### src/rtl/appliance_cmd_scheduler_if.sv
// Request/command bundle between the request source and the appliance scheduler.
// drop exists only when PENDING_TIMEOUT_EN is defined.
interface appliance_cmd_scheduler_if;
  logic [4:0] on_req;
  logic [4:0] off_req;
  logic       fridge_cmd;
  logic       oven_cmd;
  logic       coffee_maker_cmd;
  logic       washer_cmd;
  logic       dishwasher_cmd;
  logic [4:0] pending;
  logic [2:0] active_count;
  logic       busy;
`ifdef PENDING_TIMEOUT_EN
  logic [4:0] drop;
`endif

  modport master (
`ifdef PENDING_TIMEOUT_EN
    input  drop,
`endif
    output on_req, off_req,
    input  fridge_cmd, oven_cmd, coffee_maker_cmd, washer_cmd, dishwasher_cmd,
    input  pending, active_count, busy
  );

  modport slave (
`ifdef PENDING_TIMEOUT_EN
    output drop,
`endif
    input  on_req, off_req,
    output fridge_cmd, oven_cmd, coffee_maker_cmd, washer_cmd, dishwasher_cmd,
    output pending, active_count, busy
  );
endinterface

### src/rtl/appliance_cmd_scheduler.sv
// Power-budgeted, staggered turn-on scheduler for five appliance command levels.
// Optional macro PENDING_TIMEOUT_EN adds per-appliance pending age-out with drop pulses.
module appliance_cmd_scheduler #(
  parameter int MAX_ACTIVE     = 2,
  parameter int STAGGER_CYCLES = 4,
  parameter int TIMEOUT_CYCLES = 64
) (
  input  logic                       clk,
  input  logic                       rst,
  appliance_cmd_scheduler_if.slave   bus
);
  localparam int         CW    = (STAGGER_CYCLES > 1) ? $clog2(STAGGER_CYCLES) : 1;
  localparam logic [2:0] MAX_A = 3'(MAX_ACTIVE);

  typedef enum logic {IDLE, HOLDOFF} state_t;

  state_t          state;
  logic [CW-1:0]   stag_cnt;
  logic            busy_q;
  logic [4:0]      cmd;
  logic [4:0]      pending_q;
  logic [4:0]      set_vec;
  logic [4:0]      grant_vec;
  logic [4:0]      timeout_vec;
  logic [2:0]      active_cnt;
  logic            grant_ok;

  always_comb begin
    active_cnt = 3'd0;
    for (int i = 0; i < 5; i++) begin
      active_cnt = active_cnt + {2'b00, cmd[i]};
    end
  end

  // Budget is judged on the pre-edge cmd, so a same-cycle off never frees a slot early.
  always_comb begin
    grant_ok  = (state == IDLE) && (pending_q != 5'd0) && (active_cnt < MAX_A);
    grant_vec = grant_ok ? (pending_q & 5'(~pending_q + 5'd1)) : 5'd0;
    set_vec   = bus.on_req & ~cmd & ~pending_q;
  end

  always_ff @(posedge clk or posedge rst) begin
    if (rst) begin
      state    <= IDLE;
      stag_cnt <= '0;
      busy_q   <= 1'b0;
    end else begin
      case (state)
        IDLE: begin
          if (grant_ok) begin
            state    <= HOLDOFF;
            stag_cnt <= CW'(STAGGER_CYCLES - 1);
            busy_q   <= 1'b1;
          end
        end
        HOLDOFF: begin
          if (stag_cnt == '0) begin
            state  <= IDLE;
            busy_q <= 1'b0;
          end else begin
            stag_cnt <= stag_cnt - 1'b1;
          end
        end
        default: begin
          state  <= IDLE;
          busy_q <= 1'b0;
        end
      endcase
    end
  end

  // off_req beats both a grant and a new request on the same bit.
  always_ff @(posedge clk or posedge rst) begin
    if (rst) begin
      cmd       <= 5'd0;
      pending_q <= 5'd0;
    end else begin
      cmd       <= (cmd | grant_vec) & ~bus.off_req;
      pending_q <= (pending_q | set_vec) & ~grant_vec & ~timeout_vec & ~bus.off_req;
    end
  end

`ifdef PENDING_TIMEOUT_EN
  localparam int AW = $clog2(TIMEOUT_CYCLES + 1);

  logic [AW-1:0] age [5];
  logic [4:0]    drop_q;

  always_comb begin
    for (int i = 0; i < 5; i++) begin
      timeout_vec[i] = pending_q[i] && (age[i] == AW'(TIMEOUT_CYCLES - 1));
    end
  end

  always_ff @(posedge clk or posedge rst) begin
    if (rst) begin
      for (int i = 0; i < 5; i++) begin
        age[i] <= '0;
      end
      drop_q <= 5'd0;
    end else begin
      for (int i = 0; i < 5; i++) begin
        if (set_vec[i]) begin
          age[i] <= '0;
        end else if (pending_q[i]) begin
          age[i] <= age[i] + 1'b1;
        end
      end
      drop_q <= timeout_vec & ~grant_vec & ~bus.off_req;
    end
  end

  assign bus.drop = drop_q;
`else
  assign timeout_vec = 5'd0;
`endif

  assign bus.fridge_cmd       = cmd[0];
  assign bus.oven_cmd         = cmd[1];
  assign bus.coffee_maker_cmd = cmd[2];
  assign bus.washer_cmd       = cmd[3];
  assign bus.dishwasher_cmd   = cmd[4];
  assign bus.pending          = pending_q;
  assign bus.active_count     = active_cnt;
  assign bus.busy             = busy_q;
endmodule

### src/flat_wrapper.sv
// flat-port wrapper written by rule: the top's interface ports become plain ports
module appliance_cmd_scheduler_flat 
#(
  parameter int MAX_ACTIVE     = 2,
  parameter int STAGGER_CYCLES = 4,
  parameter int TIMEOUT_CYCLES = 64
)
  (clk, rst, bus_on_req, bus_off_req, bus_fridge_cmd, bus_oven_cmd, bus_coffee_maker_cmd, bus_washer_cmd, bus_dishwasher_cmd, bus_pending, bus_active_count, bus_busy);
  appliance_cmd_scheduler_if bus_i ();
  input  logic clk;
  input  logic rst;
  input wire logic [$bits(bus_i.on_req)-1:0] bus_on_req;
  input wire logic [$bits(bus_i.off_req)-1:0] bus_off_req;
  output wire logic [$bits(bus_i.fridge_cmd)-1:0] bus_fridge_cmd;
  output wire logic [$bits(bus_i.oven_cmd)-1:0] bus_oven_cmd;
  output wire logic [$bits(bus_i.coffee_maker_cmd)-1:0] bus_coffee_maker_cmd;
  output wire logic [$bits(bus_i.washer_cmd)-1:0] bus_washer_cmd;
  output wire logic [$bits(bus_i.dishwasher_cmd)-1:0] bus_dishwasher_cmd;
  output wire logic [$bits(bus_i.pending)-1:0] bus_pending;
  output wire logic [$bits(bus_i.active_count)-1:0] bus_active_count;
  output wire logic [$bits(bus_i.busy)-1:0] bus_busy;
  assign bus_i.on_req = bus_on_req;
  assign bus_i.off_req = bus_off_req;
  assign bus_fridge_cmd = bus_i.fridge_cmd;
  assign bus_oven_cmd = bus_i.oven_cmd;
  assign bus_coffee_maker_cmd = bus_i.coffee_maker_cmd;
  assign bus_washer_cmd = bus_i.washer_cmd;
  assign bus_dishwasher_cmd = bus_i.dishwasher_cmd;
  assign bus_pending = bus_i.pending;
  assign bus_active_count = bus_i.active_count;
  assign bus_busy = bus_i.busy;
  appliance_cmd_scheduler #(.MAX_ACTIVE(MAX_ACTIVE), .STAGGER_CYCLES(STAGGER_CYCLES), .TIMEOUT_CYCLES(TIMEOUT_CYCLES)) u_core (.clk(clk), .rst(rst), .bus(bus_i));
endmodule
### config.mk
export PLATFORM = sky130hd
export DESIGN_NAME = appliance_cmd_scheduler_flat
export DESIGN_NICKNAME = d
export VERILOG_FILES = /design/src/rtl/appliance_cmd_scheduler_if.sv /design/src/rtl/appliance_cmd_scheduler.sv /design/src/flat_wrapper.sv
export SDC_FILE = /design/constraint.sdc
export NUM_CORES = 1
export LEC_CHECK = 0
export CORE_UTILIZATION = 46
export DETAILED_ROUTE_END_ITERATION = 7
export PLACE_DENSITY = 0.84
export SLEW_MARGIN = 20
export SYNTH_ARGS = -nofsm -noshare
export SYNTH_HDL_FRONTEND = slang
export SYNTH_SLANG_ARGS = --single-unit
### constraint.sdc
create_clock -name clk -period 5.4 [get_ports clk]
set_input_delay 0.81 -clock clk [delete_from_list [all_inputs] [get_ports clk]]
set_output_delay 0.81 -clock clk [all_outputs]
set_load 0.1 [all_outputs]
Yosys cells after proc, flatten, opt, wreduce, memory -nomap -nowiden
Cells that the tools add are included.
{ "totals": {"reg_bits": 14, "latch_bits": 0, "mem_bits_rw": 0, "romBits": 0, "inputBits": 12, "out_inout_bits": 14, "wordCells": 44, "mem_count": 0} }
{ "op_classes": {"addsub": 6, "mul": 0, "div_mod_pow": 0, "n_lt_le_gt_ge": 1, "eq_ne": 3, "shift": 0, "n_mux": 10, "bitwise_logic": 13, "reduce_logical": 6} }
{ "ops": {"columns": ["cell", "count"], "rows": [
  ["bitwise AND 5 bit", 6],
  ["NOT 5 bit", 4],
  ["OR 5 bit", 2],
  ["adder 3 x 1 -> 3 bit", 3],
  ["adder 5 x 1 -> 5 bit (second input constant)", 1],
  ["2-to-1 mux 5 bit", 1],
  ["nonzero test 5 bit", 1],
  ["2-to-1 mux 1 bit", 4],
  ["2-to-1 mux 2 bit", 2],
  ["inequality test 2 bit (second input constant)", 2],
  ["case mux 1 bit (2 select lines)", 2],
  ["case mux 2 bit (2 select lines)", 1],
  ["AND reduction 2 bit", 2],
  ["< comparator 3 x 2 -> 1 bit (second input constant)", 1],
  ["adder 1 x 1 -> 2 bit", 1],
  ["logical AND 1 bit", 2],
  ["zero test 2 bit", 1],
  ["inequality test 2 x 1 -> 1 bit (second input constant)", 1],
  ["subtractor 2 x 1 -> 2 bit (second input constant)", 1],
  ["NOT 1 bit", 1]
]} }

Longest topological paths before layout
{ "logic_depth": {"ltp_word": 10, "depth_mapped": 9, "depth_no_buf": 9} }

Worst setup path after synthesis
Ideal clock, no wire load.
{ "synth_timing": {"path_kind": "reg2out", "start": "register u_core.cmd[1]", "end": "output port bus_active_count[1]", "arrival_ns": 3.108, "required_ns": 4.590, "setup_slack_ns": 1.482, "stages_incl_launch_ff": 7, "n_path_buf": 0, "cell_sequence": "dfrtp_1 ha_1 inv_1 fa_1 inv_1 ha_1 fa_1"} }
{ "synth_between": {"elab_chain_len": 4} }
{ "synth_lines": {"columns": ["element", "line_no", "text"], "rows": [
  ["start: declaration", "appliance_cmd_scheduler.sv:20", "logic [4:0] cmd;"],
  ["start signal: assignment", "appliance_cmd_scheduler.sv:78", "cmd <= (cmd | grant_vec) & ~bus.off_req;"],
  ["adder 1 x 1 -> 2 bit", "appliance_cmd_scheduler.sv:31", "active_cnt = active_cnt + {2'b00, cmd[i]};"],
  ["adder 3 x 1 -> 3 bit (3 in a row)", "appliance_cmd_scheduler.sv:31", null],
  ["end: declaration", "flat_wrapper.sv:20", "output wire logic [$bits(bus_i.active_count)-1:0] bus_active_count;"]
]} }
No other way between the ends.

Worst setup path in the final report
{ "layout_timing": {"start": "register u_core.cmd[0]", "end": "output port bus_active_count[1]"} }
Same word-level chain as after synthesis.

==> impl_metrics.py <==
metrics = {
    "synthesis": {
        "synth_edf_count": 0,
        "avgSynthCellArea_um2": 10.1,
        "yosys-top-cells-count": "14 x dfrtp_1, 10 x inv_1, 9 x a21oi_1",
        "synth_top_area_cell": "dfrtp_1",
        "yosysWarnings": 0,
        "synth_cells": 72,
        "yosys.area.top_type_share_pct": 48.0,
        "netlist_area_um2": 729,
        "synth_seq_cells": 14,
        "synth.distinct_cells": 27,
        "yosysMostFrequentCell": "dfrtp_1",
        "synthArstFlopShare_pct": 100,
        "synthTopCellsByArea": "dfrtp_1 48%, a21oi_1 6.2%, fa_1 5.5%",
        "synth_ff_type": "dfrtp_1",
        "ys_seq_area_share_pct": 48.0,
        "syn-num-nets": 89,
    },
    "global_route": {
        "antenna_found_initial": 0,
        "grt_pass1_vias": 560,
        "grt_max_degree": 15,
        "overflow": 0,
        "grt_pass1_wl_um": 2610,
        "global_route.usage.total_pct": 20.5,
    },
    "run_status": {
        "outcome": "finished clean",
    },
    "routing": {
        "route.met2.wl_um": 792,
        "detail-route-antenna-nets": 0,
        "drt_iter0_drc": 8,
        "m1WireLength_um": 664,
        "firstDrtPassIters": 4,
        "vias": 631,
        "drc": 0,
        "post_drt_wl_per_cell_um": 13.8,
        "highest_layer": "met4",
        "wl_um": 1590,
        "post_drt_via_cell_ratio": 5.49,
        "wl_met3_um": 111,
    },
    "clock_tree": {
        "postCtsSetupBuffers": 0,
        "cts-root-buf": "clkbuf_4",
        "clock_sinks": 14,
        "ctsResizeCount": 0,
        "cts_buffers": 3,
        "cts_tree": "done",
        "htree_levels": 1,
        "clk_pin_slew_ns": 0.08,
        "clk_path_buf_depth": 2,
        "holdBufCountCts": 0,
        "clock_latency_ns": 0.28,
    },
    "timing": {
        "min_period_ns": 4.25,
        "hold_viol_final": 0,
        "tightest_slew_ns": 0.973,
        "fmax_mhz": 235,
        "finalCritPeriodShare_pct": 78.8,
        "setup_viol": 0,
        "slew_viol_final": 0,
        "tns_ns": 0,
        "timing.hold.ws_ns": 0.481,
        "clock_skew_ns": 0.00337,
        "rsz0062_at_grt": "no",
        "timing.slew.headroom_pct": 34.9,
        "setup_ws_ns": 1.15,
    },
    "floorplan": {
        "core_um2": 1490,
        "start_util_pct": 49.0,
        "chipWidth_um": 41.8,
        "row_count": 14,
        "die_y_um": 41.8,
        "dieArea_um2": 1750,
        "io_pins": 26,
    },
    "worst_setup_path": {
        "crit_path_cell_trace": "ha_1 -> inv_1 -> fa_1 -> inv_1 -> ha_1 -> fa_1 -> clkdlybuf4s50_1",
        "cp-start-kind": "flop",
        "critPathKind": "flop to output port",
        "critPathRequiredTime_ns": 4.59,
        "worst_path_largest_cell_delay_ns": 1.16,
        "cp.arrival_ns": 3.44,
        "crit_slowest_cell": "clkdlybuf4s50_1",
        "crit_path_end_kind": "output port",
        "crit_fanout": 4,
    },
    "layout": {
        "drive_gt1_share_pct": 7.07,
        "syn_to_final_growth_pct": 38.9,
        "fillCellCount": 121,
        "diodes": 0,
        "final_util_pct": 68.1,
        "final_nets": 117,
    },
    "placed_design": {
        "hpwlAfterDp_um": 1280,
        "gp_congestion": 0.805,
        "dp_slack_ns": 1.45,
        "io_buffers": 25,
    },
    "power": {
        "max-vdd-ir-drop_mv": 0.248,
        "cellLeakagePower_nw": 0.456,
        "power_density_nw_per_um2": 507,
    },
    "min_path": {
        "hold_path_class": "flop to flop",
    },
    "flow_run": {
        "drv_cap": 0,
    },
}
## worst paths after layout
check                                            start                              end  slack, ns  cells past startpoint
setup / recovery               u_core.cmd[0]$_DFF_PP0_              bus_active_count[1]       1.15                      7
hold reg to reg            u_core.bus.busy$_DFFE_PP0P_      u_core.bus.busy$_DFFE_PP0P_       0.48                      2
setup reg to reg               u_core.cmd[0]$_DFF_PP0_  u_core.bus.pending[3]$_DFF_PP0_       2.51                      9
max in group asynchronous                          rst  u_core.bus.pending[4]$_DFF_PP0_       4.20                      2
hold / removal             u_core.bus.busy$_DFFE_PP0P_      u_core.bus.busy$_DFFE_PP0P_       0.48                      2
min in group asynchronous                          rst           u_core.state$_DFF_PP0_       0.86                      2
## registers in the layout, indices dropped and copies added (netlist names)
register,cells
u_core.bus.busy,1
u_core.state,1
u_core.cmd,5
u_core.stag_cnt,2
u_core.bus.pending,5
## where the power goes
group / total, mW / switching [mW] / internal (mW) / leakage, nW
clock: 0.0743 / 0.0333 / 0.0410 / 0.0210
sequential: 0.155 / 0.0265 / 0.129 / 0.176
combinational: 0.284 / 0.203 / 0.0809 / 0.259
total: 0.514 / 0.263 / 0.251 / 0.456
## per-layer routing
layer	vias up	track usage, %
met2	30	31.3
li1	305	-
met1	294	27.5
met5	-	0
met3	2	6.09
met4	0	7.74
## through the flow
stage	area, µm²	std cells	power, mW
5_1_grt	1010	115	0.542
2_1_floorplan	729	72	0.378
3_3_place_gp	977	111	0.432
3_5_place_dp	977	111	0.442
4_1_cts	1010	115	0.516
6_report	1010	115	0.514
## layout make-up
class / count / area [µm²] / share of cell area [%]
well taps: 16 / 20.0 / 1.98
clock buffers: 4 / 36.3 / 3.58
flip-flops and latches: 14 / 350 / 34.6
inverters: 10 / 37.5 / 3.70
multi-input cells: 46 / 319 / 31.5
repair buffers: 25 / 250 / 24.7
## worst max-delay path: cells and delay by family, from the launching register on
| family | cells | cell delay [ns] |
|---|---|---|
| buf+inv | 3 | 1.24 |
| flops | 1 | 0.42 |
| fa+ha+maj | 4 | 1.51 |
## cell families after synthesis
group / share of synthesized area [%]
simple gates: 17.7
flops: 48.0
fa+ha+maj: 10.6
compound gates: 15.4
buf+inv: 8.23
## placed cells by master (no fill, tap or decap), drive strengths merged, types with 2 or more instances in the layout
cell type,netlist,layout
a21oi,9,9
a22oi,2,2
clkbuf,0,4
clkdlybuf4s50,0,25
dfrtp,14,14
fa,2,2
ha,3,3
inv,10,10
nand2,3,3
nor2,8,8
nor3,3,3
o21ai,2,2
No activity file was read; power rests on OpenSTA's default activity.
